==> src/rtl/mlt3_stuff_encoder_if.sv <==
// Payload handshake and MLT-3 line-side bundle for mlt3_stuff_encoder.
// master = bit source / line consumer, slave = encoder.
interface mlt3_stuff_encoder_if #(
   parameter int unsigned CNT_W = 16
);
   logic              in_bit;
   logic              in_valid;
   logic              in_ready;
   logic              out_valid;
   logic signed [1:0] out_level;
   logic [1:0]        out_code;
   logic              out_stuffed;
   logic              run_hit;
   logic [CNT_W-1:0]  stuff_cnt;

   modport master (
      output in_bit, in_valid,
      input  in_ready, out_valid, out_level, out_code, out_stuffed, run_hit, stuff_cnt
   );

   modport slave (
      input  in_bit, in_valid,
      output in_ready, out_valid, out_level, out_code, out_stuffed, run_hit, stuff_cnt
   );
endinterface

==> src/rtl/mlt3_stuff_encoder.sv <==
// MLT-3 line encoder with run-length-limiting bit stuffing and valid/ready input.
// Stuffing is built only when MLT3_STUFF_EN is defined; otherwise run_hit is status-only.
module mlt3_stuff_encoder #(
   parameter int unsigned MAX_RUN   = 6,
   parameter int unsigned CNT_W     = 16,
   parameter logic [1:0]  RST_STATE = 2'b01
) (
   input logic                 clk,
   input logic                 rst,
   mlt3_stuff_encoder_if.slave bus
);
   localparam int unsigned      RUN_W   = $clog2(MAX_RUN + 1);
   localparam logic [RUN_W-1:0] RUN_MAX = RUN_W'(MAX_RUN);
   localparam logic [RUN_W-1:0] RUN_ONE = RUN_W'(1);

   localparam logic signed [1:0] LVL_POS  = 2'sb01;
   localparam logic signed [1:0] LVL_ZERO = 2'sb00;
   localparam logic signed [1:0] LVL_NEG  = 2'sb11;

   typedef enum logic [1:0] {
      TOP    = 2'b00,
      DOWN   = 2'b01,
      BOTTOM = 2'b10,
      UP     = 2'b11
   } state_t;

   function automatic logic signed [1:0] level_of(input state_t s);
      case (s)
         TOP:     level_of = LVL_POS;
         BOTTOM:  level_of = LVL_NEG;
         default: level_of = LVL_ZERO;
      endcase
   endfunction

   state_t            state_q;
   logic [RUN_W-1:0]  run_len_q, run_len_d;
   logic              last_bit_q, last_bit_d;
   logic              out_valid_q;
   logic              out_stuffed_q;
   logic              run_hit_q;
   logic signed [1:0] out_level_q;

   logic run_at_max;
   logic stuff_now;
   logic in_ready;
   logic accept;
   logic line_vld;
   logic line_bit;

   assign run_at_max = (run_len_q == RUN_MAX);

`ifdef MLT3_STUFF_EN
   logic [CNT_W-1:0] stuff_cnt_q;

   // The stuff bit is forced regardless of in_valid, so the run never exceeds MAX_RUN.
   assign stuff_now = run_at_max;

   always_ff @(posedge clk) begin
      if (rst) begin
         stuff_cnt_q <= '0;
      end else if (stuff_now && (stuff_cnt_q != '1)) begin
         stuff_cnt_q <= stuff_cnt_q + CNT_W'(1);
      end
   end

   assign bus.stuff_cnt = stuff_cnt_q;
`else
   assign stuff_now     = 1'b0;
   assign bus.stuff_cnt = '0;
`endif

   assign in_ready = ~stuff_now;
   assign accept   = bus.in_valid & in_ready;
   assign line_vld = stuff_now | accept;
   assign line_bit = stuff_now ? ~last_bit_q : bus.in_bit;

   // NOTE: every output of always_comb gets a default first so no latch is inferred on idle cycles.
   always_comb begin
      run_len_d  = run_len_q;
      last_bit_d = last_bit_q;
      if (line_vld) begin
         last_bit_d = line_bit;
         if (line_bit != last_bit_q) begin
            run_len_d = RUN_ONE;
         end else if (!run_at_max) begin
            run_len_d = run_len_q + RUN_ONE;
         end
      end
   end

   // NOTE: sequential state uses non-blocking assignments so all registers update from pre-edge values.
   always_ff @(posedge clk) begin
      if (rst) begin
         state_q       <= state_t'(RST_STATE);
         out_level_q   <= level_of(state_t'(RST_STATE));
         run_len_q     <= '0;
         last_bit_q    <= 1'b0;
         out_valid_q   <= 1'b0;
         out_stuffed_q <= 1'b0;
         run_hit_q     <= 1'b0;
      end else begin
         run_len_q     <= run_len_d;
         last_bit_q    <= last_bit_d;
         out_valid_q   <= line_vld;
         out_stuffed_q <= stuff_now;
         run_hit_q     <= (run_len_d == RUN_MAX);
         if (line_vld && line_bit) begin
            case (state_q)
               TOP: begin
                  state_q     <= DOWN;
                  out_level_q <= LVL_ZERO;
               end
               DOWN: begin
                  state_q     <= BOTTOM;
                  out_level_q <= LVL_NEG;
               end
               BOTTOM: begin
                  state_q     <= UP;
                  out_level_q <= LVL_ZERO;
               end
               default: begin
                  state_q     <= TOP;
                  out_level_q <= LVL_POS;
               end
            endcase
         end
      end
   end

   assign bus.in_ready    = in_ready;
   assign bus.out_valid   = out_valid_q;
   assign bus.out_level   = out_level_q;
   assign bus.out_code    = state_q;
   assign bus.out_stuffed = out_stuffed_q;
   assign bus.run_hit     = run_hit_q;
endmodule

==> src/flat_wrapper.sv <==
// flat-port wrapper written by rule: the top's interface ports become plain ports
module mlt3_stuff_encoder_flat 
#(
   parameter int unsigned MAX_RUN   = 6,
   parameter int unsigned CNT_W     = 16,
   parameter logic [1:0]  RST_STATE = 2'b01
)
  (clk, rst, bus_in_bit, bus_in_valid, bus_in_ready, bus_out_valid, bus_out_level, bus_out_code, bus_out_stuffed, bus_run_hit, bus_stuff_cnt);
  mlt3_stuff_encoder_if #(.CNT_W(CNT_W)) bus_i ();
  input logic clk;
  input logic rst;
  input wire logic [$bits(bus_i.in_bit)-1:0] bus_in_bit;
  input wire logic [$bits(bus_i.in_valid)-1:0] bus_in_valid;
  output wire logic [$bits(bus_i.in_ready)-1:0] bus_in_ready;
  output wire logic [$bits(bus_i.out_valid)-1:0] bus_out_valid;
  output wire logic [$bits(bus_i.out_level)-1:0] bus_out_level;
  output wire logic [$bits(bus_i.out_code)-1:0] bus_out_code;
  output wire logic [$bits(bus_i.out_stuffed)-1:0] bus_out_stuffed;
  output wire logic [$bits(bus_i.run_hit)-1:0] bus_run_hit;
  output wire logic [$bits(bus_i.stuff_cnt)-1:0] bus_stuff_cnt;
  assign bus_i.in_bit = bus_in_bit;
  assign bus_i.in_valid = bus_in_valid;
  assign bus_in_ready = bus_i.in_ready;
  assign bus_out_valid = bus_i.out_valid;
  assign bus_out_level = bus_i.out_level;
  assign bus_out_code = bus_i.out_code;
  assign bus_out_stuffed = bus_i.out_stuffed;
  assign bus_run_hit = bus_i.run_hit;
  assign bus_stuff_cnt = bus_i.stuff_cnt;
  mlt3_stuff_encoder #(.MAX_RUN(MAX_RUN), .CNT_W(CNT_W), .RST_STATE(RST_STATE)) u_core (.clk(clk), .rst(rst), .bus(bus_i));
endmodule
==> config.mk <==
export PLATFORM = sky130hd
export DESIGN_NAME = mlt3_stuff_encoder_flat
export DESIGN_NICKNAME = d
export VERILOG_FILES = /design/src/rtl/mlt3_stuff_encoder_if.sv /design/src/rtl/mlt3_stuff_encoder.sv /design/src/flat_wrapper.sv
export SDC_FILE = /design/constraint.sdc
export NUM_CORES = 1
export LEC_CHECK = 0
export CAP_MARGIN = 25
export CORE_UTILIZATION = 28
export CTS_CLUSTER_SIZE = 24
export DETAILED_ROUTE_END_ITERATION = 10
export PLACE_DENSITY_LB_ADDON = 0.12
export RECOVER_POWER = 100
export SLEW_MARGIN = 20
export SYNTH_ARGS = -nofsm -noshare
export SYNTH_HDL_FRONTEND = slang
export SYNTH_SLANG_ARGS = --single-unit
==> constraint.sdc <==
create_clock -name clk -period 2.2 [get_ports clk]
set_clock_uncertainty 0.05 [all_clocks]
set_input_delay 0.33 -clock clk [delete_from_list [all_inputs] [get_ports clk]]
set_output_delay 0.33 -clock clk [all_outputs]
set_load 0.01 [all_outputs]
==> flow_metrics.env, run 1 <==
export IMPL_outcome="completed"
export IMPL_worstSetupPathType="reg -> out"
export IMPL_synth_flop_cell="dfxtp_1"
export IMPL_numCtsBuffers=3
export IMPL_netlist_instances=71
export IMPL_numPortBuffers=9
export IMPL_post_dp_hpwl_um=746.3
export IMPL_worst_path_max_fanout=5
export IMPL_drive_above_1_share_pct=9.877
export IMPL_highest_layer="met3"
export IMPL_drc=0
export IMPL_dr_wl_met2_um=467
export IMPL_syn_avg_cell_area_sq_um=8.987
export IMPL_vias_per_cell=3.861
export IMPL_cts_tree="done"
export IMPL_power_total_w=0.0003912
export IMPL_area_growth_pct=9.804
export IMPL_peakVddDrop_mv=0.2506
export IMPL_r2r_start="u_core.run_len_q[0]$_SDFF_PP0_"
export IMPL_final_common_cell="conb_1"
export IMPL_clk_path_buf_depth=2
export IMPL_met1Wirelength_um=409
export IMPL_setup_viol=0
export IMPL_grt_max_degree=9
export IMPL_clkTransAtPathRegs_ns=0.06
export IMPL_cts_resized=0
export IMPL_drt_first_iter_violations=6
export IMPL_clockRootBuffer="clkbuf_4"
export IMPL_finalWeightedCongestion=0.6609
export IMPL_clk_latency_ns=0.25
export IMPL_grt_ovfl_total=0
export IMPL_whs_endpoint="u_core.bus.out_level[1]$_SDFFE_PP0P_"
export IMPL_slowest_stage="dlygate4sd3_1"
export IMPL_fin_nets=93
export IMPL_final_max_slew_viol_count=0
export IMPL_final_cell_mix="conb_1, dfxtp_1, dlygate4sd3_1, a21oi_1, ha_1"
export IMPL_yosysTopAreaCell="dfxtp_1"
export IMPL_min_delay_start="u_core.bus.out_level[1]$_SDFFE_PP0P_"
export IMPL_grt_pass1_vias=403
export IMPL_ff2ff_setup_slack_ns=0.69
export IMPL_synth_yosys_warnings=0
export IMPL_critPathBufInv=1
export IMPL_diodes=0
export IMPL_io_pins=28
export IMPL_r2r_end="u_core.run_len_q[0]$_SDFF_PP0_"
export IMPL_cp_cell_sequence="dlygate4sd3_1"
export IMPL_arrival_ns=1.31
export IMPL_core_area_sq_mm=0.002042
export IMPL_fmax_mhz=593.1
export IMPL_crit_family="buffers and inverters"
export IMPL_cts_setup_buffers=0
export IMPL_hold_class="reg -> reg"
export IMPL_grt_setup_unrepaired="no"
export IMPL_vias=417
export IMPL_required_ns=1.82
export IMPL_cts_hold_buf=0
export IMPL_synth_edf_count=0
export IMPL_antenna_found_initial=0
export IMPL_async_flop_share_pct=0
export IMPL_clock_sinks=10
export IMPL_track_usage_pct=8.997
export IMPL_wire_per_inst_um=8.565
export IMPL_synth_cell_types=23
export IMPL_syn_area_sq_um=638.1
export IMPL_p_leak_nw=0.3282
export IMPL_powerDensity_mw_per_mm2=558.4
export IMPL_fin_crit_ns=1.686
export IMPL_drv_cap=0
export IMPL_grt_pass1_wl_mm=1.642
export IMPL_cts_htree_levels=1
export IMPL_post_route_period_util_pct=76.64
export IMPL_met3_length_um=48
export IMPL_die_area_sq_mm=0.002474
export IMPL_critPathMaxStageDelay_ns=0.64
export IMPL_rr_worst_depth=6
export IMPL_die_h_um=49.74
export IMPL_start_util_pct=31.25
export IMPL_hold_path_depth=2
export IMPL_tns_ns=0
export IMPL_wl_um=925
export IMPL_chipWidth_um=49.74
export IMPL_placed_cell_area_sq_um=690.7
export IMPL_yosysTopAreaCellShare_pct=31.37
export IMPL_hold_viol=0
export IMPL_worst_setup_path_start_kind="flop"
export IMPL_antenna_left=0
export IMPL_stdcell_area_sq_um=700.7
export IMPL_ys_ff_latch=10
export IMPL_rows=16
export IMPL_dr_pass1_iters=3
export IMPL_cp_end_kind="output pin"
export IMPL_synth_area_leaders="dfxtp_1, buf_4, ha_1, a21oi_1, nand2_1"
export IMPL_yosysSeqAreaShare_pct=31.37
[cell usage after synthesis, drive strengths merged, types with 2 or more instances]
master,number
nand3,2
a21oi,7
buf,19
dfxtp,10
conb,2
nor2,3
nor2b,2
inv,3
nor3,3
nand2,5
ha,6
[stage by stage]
stage / hold slack [ns] / std cells / utilization [%] / worst slack [ns]
detailed placement: 0.3978 / 105 / 33.82 / 0.4549
global route: 0.4565 / 108 / 34.31 / 0.4169
floorplan: 0.4113 / 87 / - / 0.7691
CTS: 0.4069 / 108 / 34.93 / 0.5660
finish: 0.4007 / 108 / 34.31 / 0.5138
global placement: 0.4018 / 105 / 33.82 / 0.4398
[state kept, by name, indices dropped and copies added (netlist names)]
signal                count
u_core.bus.out_level      2
u_core.bus.out_valid      1
u_core.bus.run_hit        1
u_core.last_bit_q         1
u_core.bus.out_code       2
u_core.run_len_q          3
[per-layer routing]
| metal | track usage (%) | vias to the layer above |
|---|---|---|
| met1 | 9.888 | 189 |
| met2 | 14.19 | 13 |
| li1 | - | 215 |
| met3 | 2.778 | 0 |
| met5 | 0 | - |
| met4 | 7.143 | 0 |
[where the power goes]
group	leakage [nW]	total [W]	switching, W	internal, W
clock network	0.0138	0.000119	0.0000558	0.0000629
logic	0.232	0.0000735	0.0000438	0.0000297
registers	0.0822	0.000199	0.00000818	0.000191
[kinds of logic (layout without fill, tap and decap cells)]
family,Yosys count,in the layout,synth area share [%]
muxes,2,2,3.921
DFF,10,10,31.37
other,2,18,1.177
and+or+nand+nor,18,18,17.06
buffers and inverters,23,17,24.71
AOI/OAI and AO/OA,9,9,8.629
adders and majority gates,6,6,11.76
xor gates and xnor gates,1,1,1.373
[final cells by class]
| cell class | instances | area, sq um |
|---|---|---|
| clock buffers | 3 | 22.52 |
| flip-flops and latches | 10 | 200.2 |
| repair buffers | 11 | 101.3 |
| multi-input cells | 54 | 331.6 |
| inverters | 3 | 11.26 |
| well taps | 27 | 33.78 |
| fillers | 237 | 1341 |
[worst max-delay path by stage]
stage | cells after the start | endpoint | start
2_1_floorplan | 6 | u_core.run_len_q[0]$_SDFF_PP0_ | u_core.run_len_q[0]$_SDFF_PP0_
3_3_place_gp | 4 | u_core.run_len_q[2]$_SDFF_PP0_ | bus_in_valid
3_5_place_dp | 5 | u_core.run_len_q[0]$_SDFF_PP0_ | bus_in_valid
4_1_cts | 1 | bus_out_code[0] | u_core.bus.out_code[0]$_SDFFE_PP1P_
5_1_grt | 5 | u_core.bus.out_level[0]$_SDFFE_PP0P_ | bus_in_valid
6_report | 1 | bus_out_code[0] | u_core.bus.out_code[0]$_SDFFE_PP1P_
(Power assumes the default switching activity.)
==> run 2, diff against run 1 <==
- clock period: 2.2 -> 1.4 ns (I/O delays scaled with it)
==> run 2 against run 1 <==
Net effect: cell area up 11%; sequential share of layout area down 2.5 points; sequential cell count unchanged; register-to-register slack worse by 0.65 ns; total power up 63%; sequential power up 57%; non-clock buffer count up 7; wire length up 8.6%; final cell count up 6.5%; combinational power up 90%; global-route usage up 0.064 points.
==> flow_metrics.env, run 2 (synthesis gave the netlist of run 1 again) <==
export IMPL_fin_util_pct=38.05
export IMPL_area_growth_pct=21.76
export IMPL_fin_nets=100
export IMPL_place_ws_ns=-0.1480
export IMPL_drc=0
export IMPL_power_frac_seq_pct=49.0
export IMPL_fin_crit_ns=1.360
export IMPL_grt_pass1_wl_mm=1.649
export IMPL_grt_max_degree=9
export IMPL_post_route_period_util_pct=97.12
export IMPL_comb_power_share_pct=21.9
export IMPL_wire_per_inst_um=8.739
export IMPL_worst_setup_path_start_kind="flop"
export IMPL_cts_tree="done"
export IMPL_worstSetupPathType="reg -> reg"
export IMPL_r2r_start="u_core.run_len_q[0]$_SDFF_PP0_"
export IMPL_chipWidth_um=49.74
export IMPL_dr_pass1_iters=2
export IMPL_grt_ovfl_total=0
export IMPL_antenna_found_initial=0
export IMPL_required_ns=1.50
export IMPL_rr_worst_depth=6
export IMPL_final_common_cell="conb_1"
export IMPL_clock_sinks=10
export IMPL_startpoint="u_core.run_len_q[0]$_SDFF_PP0_"
export IMPL_worst_path_max_fanout=3
export IMPL_drive_above_1_share_pct=25.00
export IMPL_fmax_mhz=735.5
export IMPL_post_dp_hpwl_um=770.1
export IMPL_setup_viol=0
export IMPL_finalWeightedCongestion=0.7195
export IMPL_final_cell_mix="conb_1, dfxtp_1, a21oi_1, buf_4"
export IMPL_endpoint="u_core.run_len_q[0]$_SDFF_PP0_"
export IMPL_core_area_sq_mm=0.002042
export IMPL_seqCellArea_sq_um=202.7
export IMPL_hold_class="reg -> reg"
export IMPL_die_area_sq_mm=0.002474
export IMPL_peakVddDrop_mv=0.5936
export IMPL_io_pins=28
export IMPL_placed_cell_area_sq_um=744.5
export IMPL_numPortBuffers=9
export IMPL_r2r_end="u_core.run_len_q[0]$_SDFF_PP0_"
export IMPL_drv_cap=0
export IMPL_start_util_pct=31.25
export IMPL_antenna_left=0
export IMPL_arrival_ns=1.46
export IMPL_clkTransAtPathRegs_ns=0.06
export IMPL_top_register="u_core.run_len_q"
export IMPL_fin_ws_ns=0.04034
export IMPL_wl_mm=1.005
export IMPL_p_leak_nw=0.3622
export IMPL_p_int_w=0.0004649
export IMPL_clk_path_buf_depth=2
export IMPL_cp_end_kind="flop"
export IMPL_vias_per_cell=3.922
export IMPL_clk_latency_ns=0.26
export IMPL_grt_pass1_vias=394
export IMPL_power_switching_w=0.0001740
export IMPL_rows=16
export IMPL_p_sw_share_pct=27.24
export IMPL_ff2ff_setup_slack_ns=0.04
export IMPL_hold_viol=0
export IMPL_numCtsBuffers=3
export IMPL_powerDensity_mw_per_mm2=822.3
export IMPL_die_h_um=49.74
export IMPL_power_total_w=0.0006389
export IMPL_stdcell_area_sq_um=777.0
export IMPL_drt_first_iter_violations=6
export IMPL_multiInputGateArea_sq_um=355.3
export IMPL_clockRootBuffer="clkbuf_4"
export IMPL_nFillCells=213
export IMPL_diodes=0
export IMPL_p_clk_share_pct=29.1
export IMPL_cts_htree_levels=1
export IMPL_outcome="completed"
export IMPL_vias=451
export IMPL_largest_reg_flops=3
export IMPL_final_max_slew_viol_count=0
export IMPL_track_usage_pct=9.062
## run 2: cell count changes in the layout (fill, tap and decap cells not counted), sizes merged
cell,delta
buf,+5
clkbuf,+2
clkdlybuf4s25,+2
clkdlybuf4s50,+4
dlygate4sd2,+2
dlygate4sd3,-8
## run 2: what timing repair did
action,CTS,global route
endpoints found under the setup margin,3,5
gates resized for setup,5,6
endpoints found under the hold margin,0,0
hold buffers,0,0
setup buffers,0,0
## run 2: area by class of cell
| class | count | area share (%) |
|---|---|---|
| clock buffers | 3 | 2.899 |
| inverters | 3 | 1.449 |
| well taps | 27 | 4.348 |
| repair buffers | 18 | 19.48 |
| flip-flops and latches | 10 | 26.09 |
| multi-input cells | 54 | 45.73 |
## run 2: worst min-delay path by stage
stage	start	end	slack (ns)	cells past startpoint
after floorplan	bus_in_bit	u_core.bus.out_level[1]$_SDFFE_PP0P_	0.31	2
after global placement	u_core.bus.out_level[1]$_SDFFE_PP0P_	u_core.bus.out_level[1]$_SDFFE_PP0P_	0.39	2
after detailed placement	u_core.bus.out_level[1]$_SDFFE_PP0P_	u_core.bus.out_level[1]$_SDFFE_PP0P_	0.40	2
after CTS	u_core.bus.out_level[1]$_SDFFE_PP0P_	u_core.bus.out_level[1]$_SDFFE_PP0P_	0.41	2
after global routing	u_core.bus.out_level[1]$_SDFFE_PP0P_	u_core.bus.out_level[1]$_SDFFE_PP0P_	0.43	2
final	u_core.bus.out_level[1]$_SDFFE_PP0P_	u_core.bus.out_level[1]$_SDFFE_PP0P_	0.40	2
## run 2: critical path, cell delays in order (launching register included)
cell	delay (ns)
dfxtp_2	0.34
inv_2	0.05
ha_4	0.15
nand2_2	0.06
mux2_4	0.29
o22a_1	0.18
nor2b_4	0.13
## run 2: power by group through the flow
stage          logic [W]  registers, W  clock network, W
4_1_cts         0.000140      0.000313          0.000201
2_1_floorplan   0.000114      0.000323                 0
5_1_grt         0.000157      0.000316          0.000215
3_5_place_dp    0.000142      0.000319                 0
6_report        0.000140      0.000313          0.000186
3_3_place_gp    0.000143      0.000319                 0
## run 2: through the flow
step,hold WS (ns),TNS (ns),cells
5_1_grt,0.4276,-0.01926,115
3_3_place_gp,0.3935,-0.8551,112
3_5_place_dp,0.3964,-0.8616,112
4_1_cts,0.4051,0,115
6_report,0.4019,0,115
2_1_floorplan,0.3075,0,87
## run 2: layer usage
layer	global-route usage (%)	wire, um	vias to the layer above
met2	11.94	440	22
met5	0	0	-
met3	4.630	71	2
met4	4.286	8	0
li1	-	-	232
met1	11.94	484	195
==> run 3, diff against run 2 <==
- SKIP_LAST_GASP: default -> 1
==> run 3 against run 2 <==
Net effect: utilization decreased by 0.31 points; sequential cell count unchanged; die area unchanged; wire length decreased by 1.9%; count of clock-buffer cells in the layout unchanged; first-iteration DRC count decreased by 17%; global-route usage unchanged; largest cell class unchanged; largest power group unchanged; highest routed layer unchanged.
==> flow_metrics.env, run 3 (synthesis gave the netlist of run 1 again) <==
export IMPL_p_leak_nw=0.3648
export IMPL_worst_path_max_fanout=4
export IMPL_top_register="u_core.run_len_q"
export IMPL_drive_above_1_share_pct=26.14
export IMPL_vias_per_cell=3.913
export IMPL_cts_hold_buf=0
export IMPL_track_usage_pct=9.062
export IMPL_clkTransAtPathRegs_ns=0.06
export IMPL_arrival_ns=1.52
export IMPL_area_growth_pct=20.78
export IMPL_chipWidth_um=49.74
export IMPL_dr_pass1_iters=2
export IMPL_powerDensity_mw_per_mm2=824.0
export IMPL_core_area_sq_mm=0.002042
export IMPL_clk_path_buf_depth=2
export IMPL_cp_end_kind="flop"
export IMPL_hold_class="reg -> reg"
export IMPL_grt_pass1_wl_mm=1.649
export IMPL_fmax_mhz=722.1
export IMPL_drc=0
export IMPL_placed_cells=112
export IMPL_final_common_cell="conb_1"
export IMPL_fin_nets=100
export IMPL_final_max_slew_viol_count=0
export IMPL_r2r_start="u_core.run_len_q[0]$_SDFF_PP0_"
export IMPL_whs_endpoint="u_core.bus.out_level[1]$_SDFFE_PP0P_"
export IMPL_post_route_period_util_pct=98.92
export IMPL_crit_family="simple AND/OR/NAND/NOR gates"
export IMPL_clockRootBuffer="clkbuf_4"
export IMPL_whs_ns=0.4019
export IMPL_largest_reg_flops=3
export IMPL_grt_setup_unrepaired="yes"
export IMPL_post_dp_hpwl_um=770.1
export IMPL_required_ns=1.54
export IMPL_grt_max_degree=9
export IMPL_critPathMaxStageDelay_ns=0.58
export IMPL_numPortBuffers=9
export IMPL_fin_ws_ns=0.01508
export IMPL_setup_viol=0
export IMPL_grt_use_met3_pct=4.630
export IMPL_clk_latency_ns=0.26
export IMPL_io_pins=28
export IMPL_start_util_pct=31.25
export IMPL_vias=450
export IMPL_ff2ff_setup_slack_ns=0.02
export IMPL_peakVddDrop_mv=0.5913
export IMPL_grt_ovfl_total=0
export IMPL_antenna_found_initial=0
export IMPL_final_cells=115
export IMPL_diodes=0
export IMPL_die_area_sq_mm=0.002474
export IMPL_antenna_left=0
export IMPL_power_total_w=0.0006351
export IMPL_drv_cap=0
export IMPL_worst_setup_path_start_kind="input pin"
export IMPL_grt_use_met1_pct=11.94
export IMPL_rows=16
export IMPL_place_ws_ns=-0.1480
export IMPL_die_h_um=49.74
export IMPL_finalWeightedCongestion=0.7195
export IMPL_drt_first_iter_violations=5
export IMPL_wl_um=986
export IMPL_hold_viol=0
export IMPL_slowest_stage="dlygate4sd3_1"
export IMPL_grt_pass1_vias=394
export IMPL_cts_tree="done"
export IMPL_r2r_end="u_core.run_len_q[0]$_SDFF_PP0_"
export IMPL_worstSetupPathType="in -> reg"
export IMPL_final_cell_mix="conb_1, dfxtp_1, buf_4, a21oi_1"
export IMPL_hold_path_depth=2
export IMPL_use_met2_pct=11.94
export IMPL_wire_per_inst_um=8.574
export IMPL_numCtsBuffers=3
export IMPL_critPathBufInv=1
export IMPL_tns_ns=0
export IMPL_fin_crit_ns=1.385
export IMPL_min_delay_start="u_core.bus.out_level[1]$_SDFFE_PP0P_"
export IMPL_outcome="completed"
export IMPL_rr_worst_depth=6
export IMPL_nFillCells=212
export IMPL_grt_busiest_layer="met1"
export IMPL_cp_cell_sequence="dlygate4sd3_1 > and4b_2 > or3_4 > nor3_2"
export IMPL_clock_sinks=10
export IMPL_cts_htree_levels=1
==> run 3: changes by cell type in the layout (fill, tap and decap cells not counted) <==
cell and delta:
clkbuf_1 -1, ha_2 +1, buf_4 +1, ha_4 -1
clkdlybuf4s50_1 -2, dlygate4sd3_1 +2
==> run 3: worst reg2reg max path, stage by stage (launching register included) <==
cell	delay [ns]
dfxtp_2	0.34
inv_2	0.03
ha_2	0.18
nand2_2	0.07
mux2_4	0.29
o22a_1	0.18
nor2b_4	0.13
==> run 3: final cells by class <==
cell class              count  area [sq um]  share of cell area, %
clock buffers               3         22.52                  2.922
inverters                   3         11.26                  1.461
multi-input cells          54         345.3                  44.81
flip-flops and latches     10         202.7                  26.30
well taps                  27         33.78                  4.383
repair buffers             18         155.1                  20.13
==> run 3: repair_timing <==
action / in CTS / in global routing
setup buffers: 0 / 0
cloned: 0 / 0
gates resized for setup: 5 / 5
endpoints found under the setup margin: 3 / 5
==> run 3: power by group <==
part           internal [W]  leakage (nW)  switching, W  total [W]
registers          0.000301        0.0829     0.0000119   0.000313
logic             0.0000637         0.268     0.0000735   0.000137
clock network     0.0000987        0.0138     0.0000865   0.000185
total              0.000463         0.365      0.000172   0.000635
==> run 3: how the worst max path moves through the flow <==
stage,start,to,slack (ns),cells past startpoint
finish,bus_in_valid,u_core.bus.run_hit$_SDFF_PP0_,0.02,4
global route,u_core.run_len_q[0]$_SDFF_PP0_,u_core.run_len_q[0]$_SDFF_PP0_,-0.04,6
CTS,u_core.bus.out_level[0]$_SDFFE_PP0P_,bus_out_level[0],0.003,1
detailed placement,bus_in_valid,u_core.bus.run_hit$_SDFF_PP0_,-0.15,5
global placement,bus_in_valid,u_core.run_len_q[2]$_SDFF_PP0_,-0.14,4
floorplan,u_core.run_len_q[0]$_SDFF_PP0_,u_core.run_len_q[0]$_SDFF_PP0_,0.006,6
==> run 3: metrics by stage <==
step	area (sq um)	utilization [%]
3_5_place_dp	744.5	36.46
2_1_floorplan	699.4	-
4_1_cts	769.5	37.68
3_3_place_gp	744.5	36.46
5_1_grt	770.7	37.75
6_report	770.7	37.75
==> run 3: layer usage <==
metal | wire [um] | share of wire [%]
met2 | 426 | 43
met5 | 0 | 0
met1 | 480 | 49
met3 | 71 | 7.2
met4 | 8 | 0.81
